===== config.mk =====
export PLATFORM = sky130hd
export DESIGN_NAME = activation_skew_feeder
export DESIGN_NICKNAME = d
export VERILOG_FILES = /design/src/rtl/activation_skew_feeder.sv
export SDC_FILE = /design/constraint.sdc
export NUM_CORES = 1
export LEC_CHECK = 0
export CAP_MARGIN = 20
export CORE_MARGIN = 2
export CORE_UTILIZATION = 60
export CTS_BUF_LIST = sky130_fd_sc_hd__clkbuf_4
export CTS_CLUSTER_DIAMETER = 40
export DETAILED_ROUTE_END_ITERATION = 8
export PLACE_DENSITY_LB_ADDON = 0.15
export SLEW_MARGIN = 20
export SYNTH_ARGS = -nofsm -noshare
export SYNTH_HDL_FRONTEND = slang
export SYNTH_SLANG_ARGS = --single-unit

===== constraint.sdc =====
create_clock -name clock -period 4.13 [get_ports clock]
set_input_delay 0.826 -clock clock [delete_from_list [all_inputs] [get_ports clock]]
set_output_delay 0.826 -clock clock [all_outputs]
set_load 0.05 [all_outputs]

===== src/rtl/activation_skew_feeder.sv =====
// Buffers activation vectors in a small FIFO and feeds them to a MAC matrix with
// lane i delayed by i cycles, closing each batch with a drain phase and a done pulse.
module activation_skew_feeder #(
    parameter int unsigned DATA_SIZE  = 8,
    parameter int unsigned MAC_WIDTH  = 8,
    parameter int unsigned FIFO_DEPTH = 4
) (
    input  logic                           clock,
    input  logic                           reset,
    input  logic                           in_valid,
    output logic                           in_ready,
    input  logic [MAC_WIDTH*DATA_SIZE-1:0] in_data,
    input  logic                           in_last,
    output logic [MAC_WIDTH*DATA_SIZE-1:0] out_values,
    output logic [MAC_WIDTH-1:0]           out_lane_valid,
    output logic                           busy,
    output logic                           drain_done
);

    localparam int unsigned VEC_W      = MAC_WIDTH * DATA_SIZE;
    localparam int unsigned PTR_W      = (FIFO_DEPTH > 1) ? $clog2(FIFO_DEPTH) : 1;
    localparam int unsigned CNT_W      = $clog2(FIFO_DEPTH + 1);
    localparam int unsigned DRN_W      = (MAC_WIDTH > 1) ? $clog2(MAC_WIDTH) : 1;
    localparam int unsigned DRAIN_LOAD = (MAC_WIDTH > 1) ? MAC_WIDTH - 2 : 0;

    typedef enum logic [1:0] {
        IDLE,
        STREAM,
        DRAIN
    } state_t;

    state_t             state_q, state_d;
    logic [DRN_W-1:0]   drn_q, drn_d;
    logic               drain_done_q, drain_done_d;
    logic               last_pend_q, last_pend_d;

    logic [VEC_W:0]     mem_q [FIFO_DEPTH];
    logic [PTR_W-1:0]   wr_ptr_q, rd_ptr_q;
    logic [CNT_W-1:0]   count_q;
    logic [VEC_W:0]     head;
    logic               push, pop;

    function automatic logic [PTR_W-1:0] ptr_inc(input logic [PTR_W-1:0] p);
        return (p == PTR_W'(FIFO_DEPTH - 1)) ? '0 : p + PTR_W'(1);
    endfunction

    // Once a last-flagged vector is taken, nothing more enters until the batch closes.
    assign in_ready = !reset && (count_q < CNT_W'(FIFO_DEPTH)) && (state_q != DRAIN) && !last_pend_q;
    assign push     = in_valid && in_ready;
    assign pop      = (state_q == STREAM) && (count_q != '0);
    assign head     = mem_q[rd_ptr_q];

    always_ff @(posedge clock) begin
        if (push) begin
            mem_q[wr_ptr_q] <= {in_last, in_data};
        end
    end

    always_ff @(posedge clock) begin
        if (reset) begin
            wr_ptr_q <= '0;
            rd_ptr_q <= '0;
            count_q  <= '0;
        end else begin
            if (push) begin
                wr_ptr_q <= ptr_inc(wr_ptr_q);
            end
            if (pop) begin
                rd_ptr_q <= ptr_inc(rd_ptr_q);
            end
            count_q <= count_q + CNT_W'(push) - CNT_W'(pop);
        end
    end

    always_ff @(posedge clock) begin
        if (reset) begin
            state_q      <= IDLE;
            drn_q        <= '0;
            drain_done_q <= 1'b0;
            last_pend_q  <= 1'b0;
        end else begin
            state_q      <= state_d;
            drn_q        <= drn_d;
            drain_done_q <= drain_done_d;
            last_pend_q  <= last_pend_d;
        end
    end

    // Batch sequencing: stream pops, then wait for the last vector to clear the skew.
    always_comb begin
        state_d      = state_q;
        drn_d        = drn_q;
        drain_done_d = 1'b0;
        last_pend_d  = last_pend_q;
        if (push && in_last) begin
            last_pend_d = 1'b1;
        end
        case (state_q)
            IDLE: begin
                if (push) begin
                    state_d = STREAM;
                end
            end
            STREAM: begin
                if (pop && head[VEC_W]) begin
                    if (MAC_WIDTH == 1) begin
                        state_d      = IDLE;
                        drain_done_d = 1'b1;
                    end else begin
                        state_d = DRAIN;
                        drn_d   = DRN_W'(DRAIN_LOAD);
                    end
                end
            end
            DRAIN: begin
                if (drn_q == '0) begin
                    state_d      = IDLE;
                    drain_done_d = 1'b1;
                end else begin
                    drn_d = drn_q - DRN_W'(1);
                end
            end
            default: begin
                state_d = IDLE;
            end
        endcase
        if (state_d == IDLE) begin
            last_pend_d = 1'b0;
        end
    end

    // Lane i owns i+1 registers; bubbles carry zero data so idle lanes read 0.
    for (genvar i = 0; i < MAC_WIDTH; i++) begin : g_lane
        logic [DATA_SIZE-1:0] dat_q [i+1];
        logic                 vld_q [i+1];

        always_ff @(posedge clock) begin
            if (reset) begin
                for (int j = 0; j <= i; j++) begin
                    dat_q[j] <= '0;
                    vld_q[j] <= 1'b0;
                end
            end else begin
                dat_q[0] <= pop ? head[i*DATA_SIZE +: DATA_SIZE] : '0;
                vld_q[0] <= pop;
                for (int j = 1; j <= i; j++) begin
                    dat_q[j] <= dat_q[j-1];
                    vld_q[j] <= vld_q[j-1];
                end
            end
        end

        assign out_values[i*DATA_SIZE +: DATA_SIZE] = dat_q[i];
        assign out_lane_valid[i]                    = vld_q[i];
    end

    assign busy       = (state_q != IDLE) || (count_q != '0) || (|out_lane_valid);
    assign drain_done = drain_done_q;

endmodule


==> impl_metrics.csv, run 1 <==
group,metric,value,unit
cts,cts.sinks,572,
cells_and_area,final-seq-area,0.0141,mm2
pwr,powerDensity,530,mW/mm2
floorplan,dieArea,0.0322,mm2
detailed_routing,vias,8884,
global_route,grt_pass1_vias,8811,
synth,synth_seq_cells,572,
critical_path,worstSetupStartpointType,"flip-flop",
cells_and_area,multi_input_area,0.00390,mm2
synth,synth_top_area_share,42.3,%
cells_and_area,final_area,0.0220,mm2
timing,hold_viol_final,0,
pwr,sequentialPowerShare,53.1,%
placement,placed_area,0.0201,mm2
synth,yosysSeqAreaShare,76.2,%
global_route,grt.overflow.total,0,
pwr,total_power,11.7,mW
hold_path,min-delay-start,"g_lane[7].dat_q[0][4]$_SDFF_PP0_",
global_route,top_usage_layer,"met2",
cts,holdBufCountCts,0,
hold_path,min_path_type,"reg2reg",
floorplan,die_h,179,um
timing,period_needed,3.47,ns
global_route,grt_use_total,18.5,%
timing,clock.fmax,288,MHz
outcome,status,"finished, final reports clean",
detailed_routing,drt-initial-drc-count,446,
detailed_routing,ant_nets,0,
cts,path_clk_slew,0.07,ns
synth,synth_area_per_cell,16.8,um2
placement,place_congestion,0.772,
timing,setup-tns-final,0,ns
synth,synth_ff_type,"dfxtp_1",
synth,netlist_area,0.0184,mm2
global_route,met1_usage,25.2,%
synth,syn_inst,1101,
cts,cts_buffers,140,
timing,clock_skew,0.0557,ns
cts,clock_path_buffers,3,
critical_path,reg2reg_from,"state_q[0]$_SDFF_PP0_",
critical_path,rrSetupSlack,1.50,ns
floorplan,core,0.0304,mm2
pwr,power_switching,2.54,mW
critical_path,rr_endpoint,"count_q[2]$_SDFF_PP0_",
synth,synth.distinct_cells,38,
detailed_routing,wl_per_cell,15.8,um
timing,relSlewSlack,34.1,%
placement,place_hpwl,15600,um
timing,finalMaxSlewViolations,0,
detailed_routing,drc,0,
floorplan,fp.dieW,179,um
pwr,combPwrFrac,6.4,%
global_route,use_met3,5.63,%
critical_path,cp.arrival,2.65,ns
floorplan,fp-row-count,64,
cells_and_area,area_delta_synth_final,19.2,%
pwr,ir_drop,0.309,mV
timing,tightest_slew,0.989,ns
timing,setup_viol,0,
timing,fin_crit_sh,84.1,%
global_route,grt_max_degree,95,
synth,synth_commonest_cells,"312 x dfxtp_1, 260 x edfxtp_1, 233 x nor2b_1",
synth,synth.area.top_cells,"edfxtp_1 42%, dfxtp_1 34%, mux4_2 7.9%",
pwr,p_int,9.11,mW
floorplan,ios,143,
pwr,pwr-share-clk,40.5,%
cts,htree_levels,4,
placement,io_buffer_count,142,
timing,rsz0062_at_grt,"no",
synth,synth_nets,1183,
critical_path,crit_required,3.30,ns
critical_path,reg2reg_depth,12,
cts,cts.repair.resized,0,
cts,insertion_delay,0.77,ns
critical_path,critPathCaptureType,"output port",
synth,yosysTopAreaCell,"edfxtp_1",
timing,holdWs,0.401,ns
placement,dp_cells,1564,
pwr,p_sw_share,21.8,%
cells_and_area,instances_no_fill,1821,
detailed_routing,via_per_inst,4.88,
floorplan,start_util,60.6,%
job,cap_violations,0,
detailed_routing,drt_pass1_iterations,5,
cells_and_area,nNetsFinal,1392,
cells_and_area,drive_gt1_share,23.7,%
critical_path,critPathKind,"reg2out",
global_route,grt_util_met2,28.2,%
critical_path,cp-endpoint,"in_ready",
global_route,antenna_found_initial,2,
synth,synth.most_common_cell,"dfxtp_1",
synth,synth_edf_count,260,
cts,post_cts_buffers,0,
detailed_routing,wl,28700,um
cts,ctsRootBufferMaster,"clkbuf_4",
synth,synth-async-reset-ratio,0,%
pwr,p_leak,7.94,nW
cells_and_area,fillers,2019,
synth,yosysWarnings,0,
global_route,grt_first_pass_wirelength,45100,um
critical_path,crit_fanout,8,
cts,cts_tree,"built",
critical_path,cp-startpoint,"state_q[0]$_SDFF_PP0_",
[how the worst min path moves through the flow]
| stage | endpoint | slack [ns] | cells past startpoint |
|---|---|---|---|
| after floorplan | g_lane[1].dat_q[0][10]$_SDFF_PP0_ | 0.41 | 1 |
| after global placement | g_lane[7].dat_q[0][29]$_SDFF_PP0_ | 0.42 | 1 |
| after detailed placement | g_lane[1].dat_q[0][14]$_SDFF_PP0_ | 0.42 | 1 |
| after CTS | g_lane[7].dat_q[0][12]$_SDFF_PP0_ | 0.38 | 1 |
| after global routing | g_lane[7].dat_q[0][39]$_SDFF_PP0_ | 0.41 | 1 |
| final | g_lane[7].dat_q[0][12]$_SDFF_PP0_ | 0.40 | 1 |
[cells in the final DEF (no fill, tap or decap), types with 2 or more instances in the layout]
cell type	n
buf_12	5
dfxtp_4	2
and2_1	66
inv_2	2
nand2_1	7
clkdlybuf4s50_1	141
nor2_1	4
buf_4	6
clkinv_1	8
mux4_2	65
o21ai_0	2
a21oi_1	9
and3_4	4
clkbuf_4	234
or3_1	2
dfxtp_1	310
nor2b_1	233
inv_1	11
edfxtp_1	260
a21o_1	2
xnor2_1	2
inv_6	5
nor4_1	2
a31oi_1	2
clkinvlp_4	4
clkinv_4	3
ha_1	13
[layer usage]
metal	vias up	routed length, um
met5	-	8
met1	4261	13100
met2	251	13500
met4	2	461
li1	4318	-
met3	52	1640
[state kept, by name, summed over array words and instances (netlist names), named ones only]
register	count
g_lane.dat_q	288
mem_q	260
g_lane.vld_q	8
count_q	3
drn_q	3
rd_ptr_q	2
state_q	2
wr_ptr_q	2
drain_done	1
last_pend_q	1
[area by class of cell]
| class | count | area share (%) |
|---|---|---|
| inverters | 13 | 0.222 |
| clock inverters | 22 | 0.751 |
| diodes | 1 | 0.0114 |
| well taps | 396 | 2.25 |
| clock buffers | 234 | 7.99 |
| flip-flops and latches | 572 | 63.9 |
| repair buffers | 153 | 7.14 |
| multi-input cells | 430 | 17.7 |
[metrics by stage]
| stage | worst slack, ns | utilization [%] |
|---|---|---|
| after floorplan | 0.451 | - |
| after global placement | 0.905 | 66.0 |
| after detailed placement | 0.889 | 66.0 |
| after CTS | 0.609 | 72.3 |
| after global routing | 0.528 | 72.3 |
| final | 0.656 | 72.3 |
[logic make-up (layout without fill, tap and decap cells)]
family          count (synthesis)  count (layout)  share of synthesized area [%]
flops                         572             572                           76.2
simple gates                  327             327                           11.0
buf+inv                        99             422                           2.84
mux                            65              65                           7.94
compound gates                 22              22                          0.950
fa+ha+maj                      14              14                          0.990
xor+xnor                        2               2                         0.0950
other cells                     0               1                              0
[power groups by stage]
stage	clock, mW	combinational [mW]	sequential [mW]
CTS	4.88	0.754	6.19
floorplan	0	0.511	6.30
finish	4.72	0.742	6.19
global route	5.19	0.810	6.21
detailed placement	0	0.752	6.32
global placement	0	0.740	6.31
[worst max-delay path, cell delays in order (launching register included)]
cell and delay (ns):
dfxtp_1 0.39, inv_1 0.08, ha_1 0.28, nor4_4 0.15
buf_4 0.20, clkdlybuf4s50_1 0.81
Note: power is estimated with default switching activity, not from simulation.
==> run 2: changes to the inputs <==
==> constraint.sdc (replaced) <==
create_clock -name clock -period 3.2 [get_ports clock]
set_input_delay 0.64 -clock clock [delete_from_list [all_inputs] [get_ports clock]]
set_output_delay 0.64 -clock clock [all_outputs]
set_load 0.05 [all_outputs]
==> run 2 against run 1 <==
  * Global-route usage is 0.063 points lower
  * Hold slack worse by 0.020 ns
  * Sequential cell count unchanged
  * First-iteration DRC count down 6.5%
  * Sequential share of layout area fell by 0.60 points
  * Largest cell class unchanged
  * Highest routed layer unchanged
==> impl_metrics.csv, run 2 (synthesized netlist as in run 1, its figures left out) <==
group,metric,value,unit
critical_path,rr_endpoint,"count_q[1]$_SDFF_PP0_",
cts,cts_buffers,140,
global_route,grt_use_total,18.4,%
critical_path,reg2reg_from,"state_q[0]$_SDFF_PP0_",
critical_path,cp.arrival,2.25,ns
placement,place_congestion,0.762,
timing,hold_viol_final,0,
critical_path,cp-startpoint,"count_q[1]$_SDFF_PP0_",
cells_and_area,area_delta_synth_final,20.4,%
critical_path,reg2reg_depth,10,
cells_and_area,final_cell_mix,"310 x dfxtp_1, 260 x edfxtp_1, 233 x nor2b_1",
outcome,status,"finished, final reports clean",
detailed_routing,wl,28200,um
cts,ctsRootBufferMaster,"clkbuf_4",
detailed_routing,drt_pass1_iterations,4,
cts,insertion_delay,0.75,ns
placement,place_hpwl,15000,um
critical_path,critPathKind,"reg2out",
floorplan,die_h,179,um
cts,htree_levels,4,
floorplan,fp.dieW,179,um
cts,cts_tree,"built",
critical_path,worstSetupStartpointType,"flip-flop",
cells_and_area,nNetsFinal,1399,
floorplan,ios,143,
floorplan,start_util,60.6,%
critical_path,rrSetupSlack,0.79,ns
detailed_routing,drt-initial-drc-count,417,
cts,clock_path_buffers,3,
cts,cts.sinks,572,
cells_and_area,final_common_cell,"dfxtp_1",
cells_and_area,fillers,2008,
timing,holdWs,0.381,ns
timing,relSlewSlack,31.5,%
pwr,ir_drop,0.446,mV
cts,holdBufCountCts,0,
global_route,grt_pass1_vias,9142,
cells_and_area,drive_gt1_share,23.8,%
timing,setup_viol,0,
critical_path,cp-endpoint,"busy",
critical_path,critPathCaptureType,"output port",
timing,finalMaxSlewViolations,0,
global_route,grt_max_degree,246,
cells_and_area,multi_input_area,0.00390,mm2
cells_and_area,reg.largest.list,"g_lane.dat_q: 288 flops, mem_q: 260 flops, g_lane.vld_q: 8 flops",
pwr,powerDensity,694,mW/mm2
global_route,grt.overflow.total,0,
job,cap_violations,0,
timing,period_needed,2.89,ns
floorplan,dieArea,0.0322,mm2
floorplan,fp-row-count,64,
detailed_routing,vias,8885,
cts,path_clk_slew,0.07,ns
hold_path,hold_depth,5,
floorplan,core,0.0304,mm2
critical_path,crit_fanout,4,
pwr,p_leak,8.05,nW
global_route,grt_first_pass_wirelength,45300,um
timing,fin_crit_sh,90.2,%
timing,rsz0062_at_grt,"no",
cells_and_area,top_register,"g_lane.dat_q",
cells_and_area,largest_reg_flops,288,
detailed_routing,drc,0,
critical_path,crit_required,2.56,ns
placement,io_buffer_count,142,
detailed_routing,via_per_inst,4.84,
timing,clock.fmax,347,MHz
timing,tightest_slew,1.03,ns
timing,clock_skew,0.0519,ns
detailed_routing,ant_nets,0,
timing,setup-tns-final,0,ns
cells_and_area,final-seq-area,0.0141,mm2
detailed_routing,wl_per_cell,15.4,um
hold_path,min_path_type,"in2reg",
global_route,antenna_found_initial,5,
[run 2: final cells by class]
type	instances	area share [%]
clock buffers	230	7.77
clock inverters	29	1.34
multi-input cells	430	17.6
flip-flops and latches	572	63.3
well taps	396	2.23
repair buffers	160	7.52
diodes	4	0.0451
inverters	13	0.220
[run 2: worst min-delay path by stage]
| stage | startpoint | end |
|---|---|---|
| floorplan | g_lane[1].dat_q[0][2]$_SDFF_PP0_ | g_lane[1].dat_q[0][10]$_SDFF_PP0_ |
| global placement | g_lane[5].dat_q[0][2]$_SDFF_PP0_ | g_lane[5].dat_q[1][2]$_SDFF_PP0_ |
| detailed placement | g_lane[7].dat_q[0][13]$_SDFF_PP0_ | g_lane[7].dat_q[0][21]$_SDFF_PP0_ |
| CTS | reset | wr_ptr_q[1]$_SDFFE_PP0P_ |
| global route | reset | wr_ptr_q[1]$_SDFFE_PP0P_ |
| finish | reset | wr_ptr_q[1]$_SDFFE_PP0P_ |
[run 2: where the power goes]
part           internal [mW]  switching, mW  total [mW]  leakage, nW
sequential              7.89         0.0771        7.96         4.87
combinational          0.478          0.508       0.986         1.98
clock                   3.75           2.72        6.47         1.20
total                   12.1           3.30        15.4         8.05
[run 2: worst max-delay path, cell delays in order (launching register included)]
cell and delay [ns]:
dfxtp_1 0.36, or3_1 0.39, nor4_1 0.19, nand4b_1 0.13, dlygate4sd2_1 0.44
[run 2: per-layer routing]
metal	GRT usage [%]	up-vias	wire length, um
met3	6.18	52	1820
met4	8.03	2	440
met2	29.1	244	13500
met1	23.6	4254	12400
met5	0	-	13
li1	-	4333	-
[run 2: per-stage QoR]
stage	worst slack (ns)	instances	util, %	cell area [um2]	power [mW]
4_1_cts	0.215	1830	73.0	22200	15.7
3_3_place_gp	0.426	1571	66.3	20200	9.11
2_1_floorplan	0.362	1101	-	18500	8.78
3_5_place_dp	0.409	1571	66.3	20200	9.14
6_report	0.315	1834	73.0	22200	15.4
5_1_grt	0.104	1832	73.0	22200	16.2
[run 2: what timing repair did]
item	4_1_cts	5_1_grt
resized for setup	1	0
setup endpoints to repair	1	0
setup buffers	0	0
